## src/rtl/irq_ctrl.sv

```systemverilog
// irq_ctrl: latches interrupt codes, requests the highest-priority enabled one,
// and tracks a single in-service interrupt until end-of-interrupt.
// Optional feature macro: IRQ_MASK_EN adds a loadable mask register with
// MASK_WE/MASK_DIN ports. Without it every code is always enabled.
module irq_ctrl #(
  parameter logic [15:0] VEC_BASE  = 16'hFF00,
  parameter int unsigned VEC_SHIFT = 1
) (
  input  logic        CLK,
  input  logic        RST,
  input  logic        IRQ,
  input  logic [3:0]  IC,
  input  logic        IE,
  input  logic        INT_ACK,
  input  logic        EOI,
`ifdef IRQ_MASK_EN
  input  logic        MASK_WE,
  input  logic [15:0] MASK_DIN,
`endif
  output logic        INT_REQ,
  output logic [15:0] VEC,
  output logic [3:0]  ACTIVE,
  output logic        IN_SVC,
  output logic [15:0] PENDING
);

  localparam int unsigned NCODE = 16;
  localparam int unsigned CW    = 4;

  typedef enum logic [1:0] {
    IDLE    = 2'd0,
    REQ     = 2'd1,
    SERVICE = 2'd2
  } state_e;

  state_e           state_q, state_d;
  logic [CW-1:0]    sel_q, sel_d;
  logic             int_req_q, int_req_d;
  logic [15:0]      vec_q, vec_d;
  logic [CW-1:0]    active_q, active_d;
  logic             in_svc_q, in_svc_d;
  logic [NCODE-1:0] pending_q, pending_d;

  logic [NCODE-1:0] mask_w;
  logic [NCODE-1:0] eligible;
  logic             any_elig;
  logic [CW-1:0]    first_idx;
  logic [15:0]      first_vec;
  logic [NCODE-1:0] clr_bits;
  logic [NCODE-1:0] set_bits;

`ifdef IRQ_MASK_EN
  logic [NCODE-1:0] mask_q, mask_d;

  // Mask load; new value takes part in selection from the following cycle.
  always_comb begin
    mask_d = mask_q;
    if (MASK_WE) mask_d = MASK_DIN;
  end

  // Mask register, all codes enabled out of reset.
  always_ff @(posedge CLK) begin
    if (RST) mask_q <= 16'hFFFF;
    else     mask_q <= mask_d;
  end

  assign mask_w = mask_q;
`else
  localparam logic [NCODE-1:0] MASK_ALL = 16'hFFFF;
  assign mask_w = MASK_ALL;
`endif

  // Lowest-index eligible code wins; its vector wraps modulo 2^16.
  always_comb begin
    eligible  = pending_q & mask_w;
    any_elig  = |eligible;
    first_idx = '0;
    for (int i = NCODE - 1; i >= 0; i--) begin
      if (eligible[i]) first_idx = CW'(i);
    end
    first_vec = VEC_BASE + (16'(first_idx) << VEC_SHIFT);
  end

  // Next-state, output and pending-bit logic.
  always_comb begin
    state_d   = state_q;
    sel_d     = sel_q;
    int_req_d = int_req_q;
    vec_d     = vec_q;
    active_d  = active_q;
    in_svc_d  = in_svc_q;
    clr_bits  = '0;
    set_bits  = '0;

    case (state_q)
      IDLE: begin
        if (IE && any_elig) begin
          state_d   = REQ;
          sel_d     = first_idx;
          int_req_d = 1'b1;
          vec_d     = first_vec;
        end
      end
      REQ: begin
        if (INT_ACK) begin
          state_d   = SERVICE;
          clr_bits  = NCODE'(1) << sel_q;
          active_d  = sel_q;
          in_svc_d  = 1'b1;
          int_req_d = 1'b0;
        end else if (!IE || !mask_w[sel_q]) begin
          state_d   = IDLE;
          int_req_d = 1'b0;
        end
      end
      SERVICE: begin
        if (EOI) begin
          state_d  = IDLE;
          in_svc_d = 1'b0;
        end
      end
      default: begin
        state_d   = IDLE;
        int_req_d = 1'b0;
        in_svc_d  = 1'b0;
      end
    endcase

    // A strobe arriving with the ack of the same code re-arms it.
    if (IRQ) set_bits = NCODE'(1) << IC;
    pending_d = (pending_q & ~clr_bits) | set_bits;
  end

  // State and output registers; reset discards everything.
  always_ff @(posedge CLK) begin
    if (RST) begin
      state_q   <= IDLE;
      sel_q     <= '0;
      int_req_q <= 1'b0;
      vec_q     <= '0;
      active_q  <= '0;
      in_svc_q  <= 1'b0;
      pending_q <= '0;
    end else begin
      state_q   <= state_d;
      sel_q     <= sel_d;
      int_req_q <= int_req_d;
      vec_q     <= vec_d;
      active_q  <= active_d;
      in_svc_q  <= in_svc_d;
      pending_q <= pending_d;
    end
  end

  assign INT_REQ = int_req_q;
  assign VEC     = vec_q;
  assign ACTIVE  = active_q;
  assign IN_SVC  = in_svc_q;
  assign PENDING = pending_q;

endmodule
```

## config.mk

```make
export PLATFORM = sky130hd
export DESIGN_NAME = irq_ctrl
export DESIGN_NICKNAME = d
export VERILOG_FILES = /design/src/rtl/irq_ctrl.sv
export SDC_FILE = /design/constraint.sdc
export NUM_CORES = 1
export LEC_CHECK = 0
export CAP_MARGIN = 20
export CORE_MARGIN = 1
export CORE_UTILIZATION = 45
export CTS_BUF_LIST = sky130_fd_sc_hd__clkbuf_16
export CTS_CLUSTER_SIZE = 12
export DETAILED_ROUTE_END_ITERATION = 10
export GPL_ROUTABILITY_DRIVEN = 0
export PLACE_DENSITY = 0.79
export SYNTH_ARGS = -nofsm -noshare
export SYNTH_HDL_FRONTEND = slang
export SYNTH_SLANG_ARGS = --single-unit
```

## constraint.sdc

```tcl
create_clock -name CLK -period 1.8 [get_ports CLK]
set_input_delay 0.36 -clock CLK [delete_from_list [all_inputs] [get_ports CLK]]
set_output_delay 0.36 -clock CLK [all_outputs]
set_load 0.1 [all_outputs]
```

==> metrics.md <==
| Metric | Value |
|---|---|
| Global-route wire length before repair | 7.66 mm |
| Peak supply drop | roughly 0.71 mV |
| Initial DRT Pass Iterations | 8 |
| Via count | 1,602 |
| # clock sinks | 29 |
| Critical Setup Path Class | register to register |
| Max Used Layer | met4 |
| Final setup margin | 46.8 ps |
| Async S/R FF share, synth | 0% |
| Wire length on met3 | 452 um |
| Yosys top cell by area | dfxtp_1 |
| Die area | 3360 um^2 |
| Post-synthesis average cell area | 8.30 um^2 |
| Period utilisation layout | between 90% and 100% |
| Clk_skew | 2.69 ps |
| Root Driver | clkbuf_16 |
| Final setup viols | 0 |
| Max-slew violations | 0 |
| Initial antenna violation count | 0 |
| Leak Pwr | 0.000932 uW |
| Required time at the worst-slack endpoint | 1950 ps |
| Endpoint class of the critical path | register |
| Synth top area share | 41.1% |
| Post-Synthesis Cells | between 150 and 200 |
| Drt drc | 4 |
| Skew-Pair Late Insertion Delay | 270 ps |
| Final hold violations | 0 |
| ANT nets after route | 0 |
| Wire length on met2 | 2.43 mm |
| Critical Path AT | ~1900 ps |
| WL per Instance | 18.8 um |
| Ys flop type | dfxtp_1 |
| Fmax | approximately 570 MHz |
| Max-cap viol count | 0 |
| H-tree depth | 2 |
| Final #Nets | 232 |
| Total Routing Usage GR | 30.4% |
| Post-route cell area | 2410 um^2 |
| Num CTS Buffers | 5 |
| Sequential area share after synthesis | between 40% and 50% |
| Setup crit start kind | register |
| Post-Route WL | 4.78 mm |
| Via density | around 6.3 |
| GRT overflow | 0 |
| ANT cells | 0 |
| Chip Width | 58.0 um |
| Synth warn | 0 |
| Post-Syn Area | ~1400 um^2 |
| Yosys reg bits | 29 |
| Post-DP Area | 2270 um^2 |
| Pre-CTS setup slack | -130 ps |
| TritonCTS clock tree | done |
| Top post-synthesis cells by area | dfxtp_1, o211ai_1, o21ai_0, buf_4, a21oi_1 |
| Failing checks | DRC |
| Filler instances | 153 |
| Pwr/cell area | 921 nW/um^2 |
| Max Fanout on Critical Path | 4 |
| Status | finished, violations left |
| Core area | 2850 um^2 |
| Die height | 58.0 um |
| Syn-to-layout area delta | 70.9% |
| Detailed-route wire length on metal 1 | 1.72 mm |
| EDFF count, synth | 0 |
| DP Wirelength | ~3.4 mm |
| Largest net degree at the start of global routing | 12 |
| RSZ-0062 raised after global routing | no |
| # port buffers | 43 |
| Layout cells sized above 1 | 35.9% |
| Final hold slack | between 400 and 500 ps |
| FP Rows | 19 |
| Drt first-iter violations | 105 |
| Worst hold path type | register to register |
| Number of global-route vias before repair | 1,579 |
| Clock buffer depth | 2 |
| CTS clk-pin slew, worst paths | 50 ps |
| Initial Utilization | 49.5% |
| Post-synthesis cell type count | 34 |
| I/O pin cnt | 48 |
| Tmin final | 1750 ps |
-- per-layer routing --
metal,vias up,track usage [%]
met3,23,6.03
met2,118,50.7
li1,713,-
met4,0,17.3
met1,748,36.5
met5,-,0
-- repair_timing --
item,in CTS,in global routing
gates resized for setup,0,2
setup buffers,0,0
hold buffers,0,0
setup endpoints to repair,0,2
-- stage by stage --
step	util (%)	cells	power [uW]	TNS (ps)
floorplan	-	173	1220	0
global placement	79.7	246	1450	-132
detailed placement	79.7	246	1460	-478
CTS	84.5	254	2210	0
global route	84.6	254	2270	0
finish	84.6	254	2220	0
-- Yosys cell counts, drive strengths merged, types with 2 or more instances --
cell type,count
nand2,13
clkbuf,5
nand2b,3
o211ai,13
o311ai,5
o21ai,18
or2,2
or3,4
nor4,2
o31ai,4
a21oi,14
nand3b,3
nor2,17
buf,11
or4,4
nand3,4
dfxtp,29
inv,7
-- logic make-up after synthesis --
kind of cell	synth area share, %
other	0.266
AOI/OAI and AO/OA	27.0
and+or+nand+nor	22.5
DFF	41.1
buffers and inverters	9.04
-- report_power, final --
group | switching [uW] | total (uW) | internal, uW | leakage [uW]
clock network | 262 | 755 | 493 | 0.0000776
registers | 65.5 | 736 | 671 | 0.000245
logic | 479 | 731 | 251 | 0.000610
total | 807 | 2220 | 1410 | 0.000932
-- cell usage in the layout (no fill, tap or decap), drive strengths merged, types with 2 or more instances in the layout --
master	count
o31ai	4
nand2b	3
nand3	4
nor2	17
buf	49
nor4	2
nand2	13
inv	10
o311ai	5
dfxtp	29
conb	4
o211ai	13
nand3b	3
clkbuf	5
or4	4
or2	2
clkdlybuf4s50	9
a21oi	14
o21ai	18
or3	4
-- critical path, cell delays in order, from the launching register on --
cell and delay, ps:
dfxtp_4 330, or4_1 640, nor4_4 360, or2b_4 210, o31ai_1 80
-- worst paths after layout --
| path | from | end | slack [ps] | depth (start not counted) |
|---|---|---|---|---|
| worst max-delay path | PENDING[3]$_SDFF_PP0_ | sel_q[0]$_SDFFE_PP0P_ | 50 | 4 |
| worst min-delay path | INT_REQ$_SDFFE_PP0P_ | INT_REQ$_SDFFE_PP0P_ | 490 | 2 |
| worst max register to register | PENDING[3]$_SDFF_PP0_ | sel_q[0]$_SDFFE_PP0P_ | 50 | 4 |
| worst min register to register | INT_REQ$_SDFFE_PP0P_ | INT_REQ$_SDFFE_PP0P_ | 490 | 2 |
-- flip-flops by register name, summed over array words and instances, names as in the netlist --
signal   flops
VEC          2
ACTIVE       4
PENDING     16
sel_q        3
state_q      2
IN_SVC       1
INT_REQ      1
-- cell type report --
class                      instances  area, um^2  share of cell area [%]
multi-input combinational        121         717                    29.7
clock inverter                     3        11.3                   0.467
timing repair buffer              58         883                    36.6
clock buffer                       5         125                    5.19
inverter                           7        26.3                    1.09
tap                               31        38.8                    1.61
sequential                        29         611                    25.3
Power figures use the tool's default switching activity.
==> patch (config.mk and constraints unchanged) <==
Add a define of `IRQ_MASK_EN`.
--- a/src/rtl/irq_ctrl.sv
+++ b/src/rtl/irq_ctrl.sv
@@ -3,4 +3,6 @@
 // Optional feature macro: IRQ_MASK_EN adds a loadable mask register with
 // MASK_WE/MASK_DIN ports. Without it every code is always enabled.
+`define IRQ_MASK_EN
+
 module irq_ctrl #(
   parameter logic [15:0] VEC_BASE  = 16'hFF00,
Interface: changed (added MASK_DIN and MASK_WE); port bits go from 48 to 65. The function was not compared with the original's and may differ.
==> patch against the unedited design <==
Die area rose by 55%; worst setup slack better by 0.10 ns; total power is 29% higher; routed wire length increased by 16%; clock power is 32% higher; sequential cell count rose by 16; final area grew 40%; area after synthesis up 57%.
==> patch: results (changes against the unedited design) <==
outcome complete, no violations; relative slew slack 61.2%; Reg2Reg Depth 5 (+1); Longest Clk Path Bufs 2 (unchanged); fin nets 325 (+40%); Lkg Pwr 1.26 nW (+36%); main area contributors after synthesis dfxtp_1, a211o_1, nor2b_1; largest net degree at the start of global routing 48 (+36); Final Non-Filler Cells 366 (+44%); routed vias 2,090 (+30%); Total GRT Usage 23.0% (-7.5 points); Design Area, Final 0.00337 mm2 (+40%); warnings from Yosys 0 (unchanged); dpl cells 358 (+46%); Crit-path slowest cell dfxtp_2; Hold/Removal Path Class reg2reg; WL/cell 15.1 um (-20%); unique cell type count in the Yosys netlist 45 (+32%); CP arrival 1.83 ns (-0.07 ns); antenna violations before repair 0 (unchanged); Cells after Synth 246 (+45%); critical path class reg2reg; Async SR Flop Fraction 0% (unchanged); CP delay by family, top compound AO/OA/AOI/OAI gates; CP Max Fanout 8 (+4); dpl cell area 0.00321 mm2 (+41%); number of gates resized after CTS 0 (unchanged); FILL cells 356 (+130%); Post-synth top cells dfxtp_1, nand2_1, a21oi_1; number of global-route vias before repair 2,024 (+28%); CP peak stage delay 0.35 ns (-0.29 ns); hold depth 2 (unchanged); worst IR drop on VDD 0.634 mV (-11%); post-detail-place hpwl 4070 um (+21%); drt pass-1 iters 5 (-3); first-pass GRT wire length 9360 um (+22%); Final Skew 0.00526 ns (+0.00257 ns); # port buffers 60 (+40%); clk slew on worst S/H paths 0.06 ns; Seq/Total Area, Yosys 40.6% (-0.53 points); Setup Fix Bufs, Post-CTS 0 (unchanged); ant diodes 0 (unchanged); Worst-Skew Late Latency 0.28 ns; CTS root buf clkbuf_16; H-tree Lvls 2 (unchanged); layout cell share with drive strength beyond 1 25.1% (-11 points); CTS Buf Count 5 (unchanged); 1st-iter DRT viols 224 (+110%)
## patch: power breakdown
group	internal, W	total [W]	switching, W
sequential	0.00104	0.00113	0.0000869
combinational	0.000290	0.000732	0.000442
clock	0.000646	0.00100	0.000355
## patch: tightest hold or removal path: cells and delay by family (launching register included)
kind	cells	cell delay, ns
AO/OA/AOI/OAI	1	0.05
flip-flops	1	0.33
buffers and inverters	1	0.07
## patch: logic make-up (layout without fill, tap and decap cells)
logic type,after synthesis,count (layout),synth area share [%]
buffers and inverters,27,77,7.05
AND/OR/NAND/NOR,79,79,19.2
multiplexers,10,10,6.60
flip-flops,45,45,40.6
other,1,4,0.169
AO/OA/AOI/OAI,84,84,26.3
## patch: worst paths after layout
| path | startpoint | slack (ns) | to |
|---|---|---|---|
| worst max-delay path | PENDING[3] | 0.15 | sel_q[2] |
| worst min-delay path | INT_REQ | 0.50 | INT_REQ |
| worst max register to register | PENDING[3] | 0.15 | sel_q[2] |
| worst min register to register | INT_REQ | 0.50 | INT_REQ |
## patch: through the flow
stage / utilization [%] / setup WS, ns
after global placement: 67.9 / 0.0386
final: 71.3 / 0.149
after detailed placement: 67.9 / -0.00153
after floorplan: - / 0.0636
after global routing: 71.3 / 0.00933
after CTS: 71.3 / 0.155
## patch: per-layer routing
layer  up-vias  wire length [um]  GRT usage, %
li1        995                 -             -
met1       985              2350          29.8
met2        94              2710          36.6
met3        16               369          4.86
met4         0               112          10.9
met5         -                 0             0
## patch: cell type report
class                   instances  area share [%]
well taps                      67            2.49
inverters                       4           0.446
flip-flops and latches         45            27.6
repair buffers                 65            29.8
clock buffers                   5            3.71
clock inverters                 3            1.15
multi-input cells             177            34.8
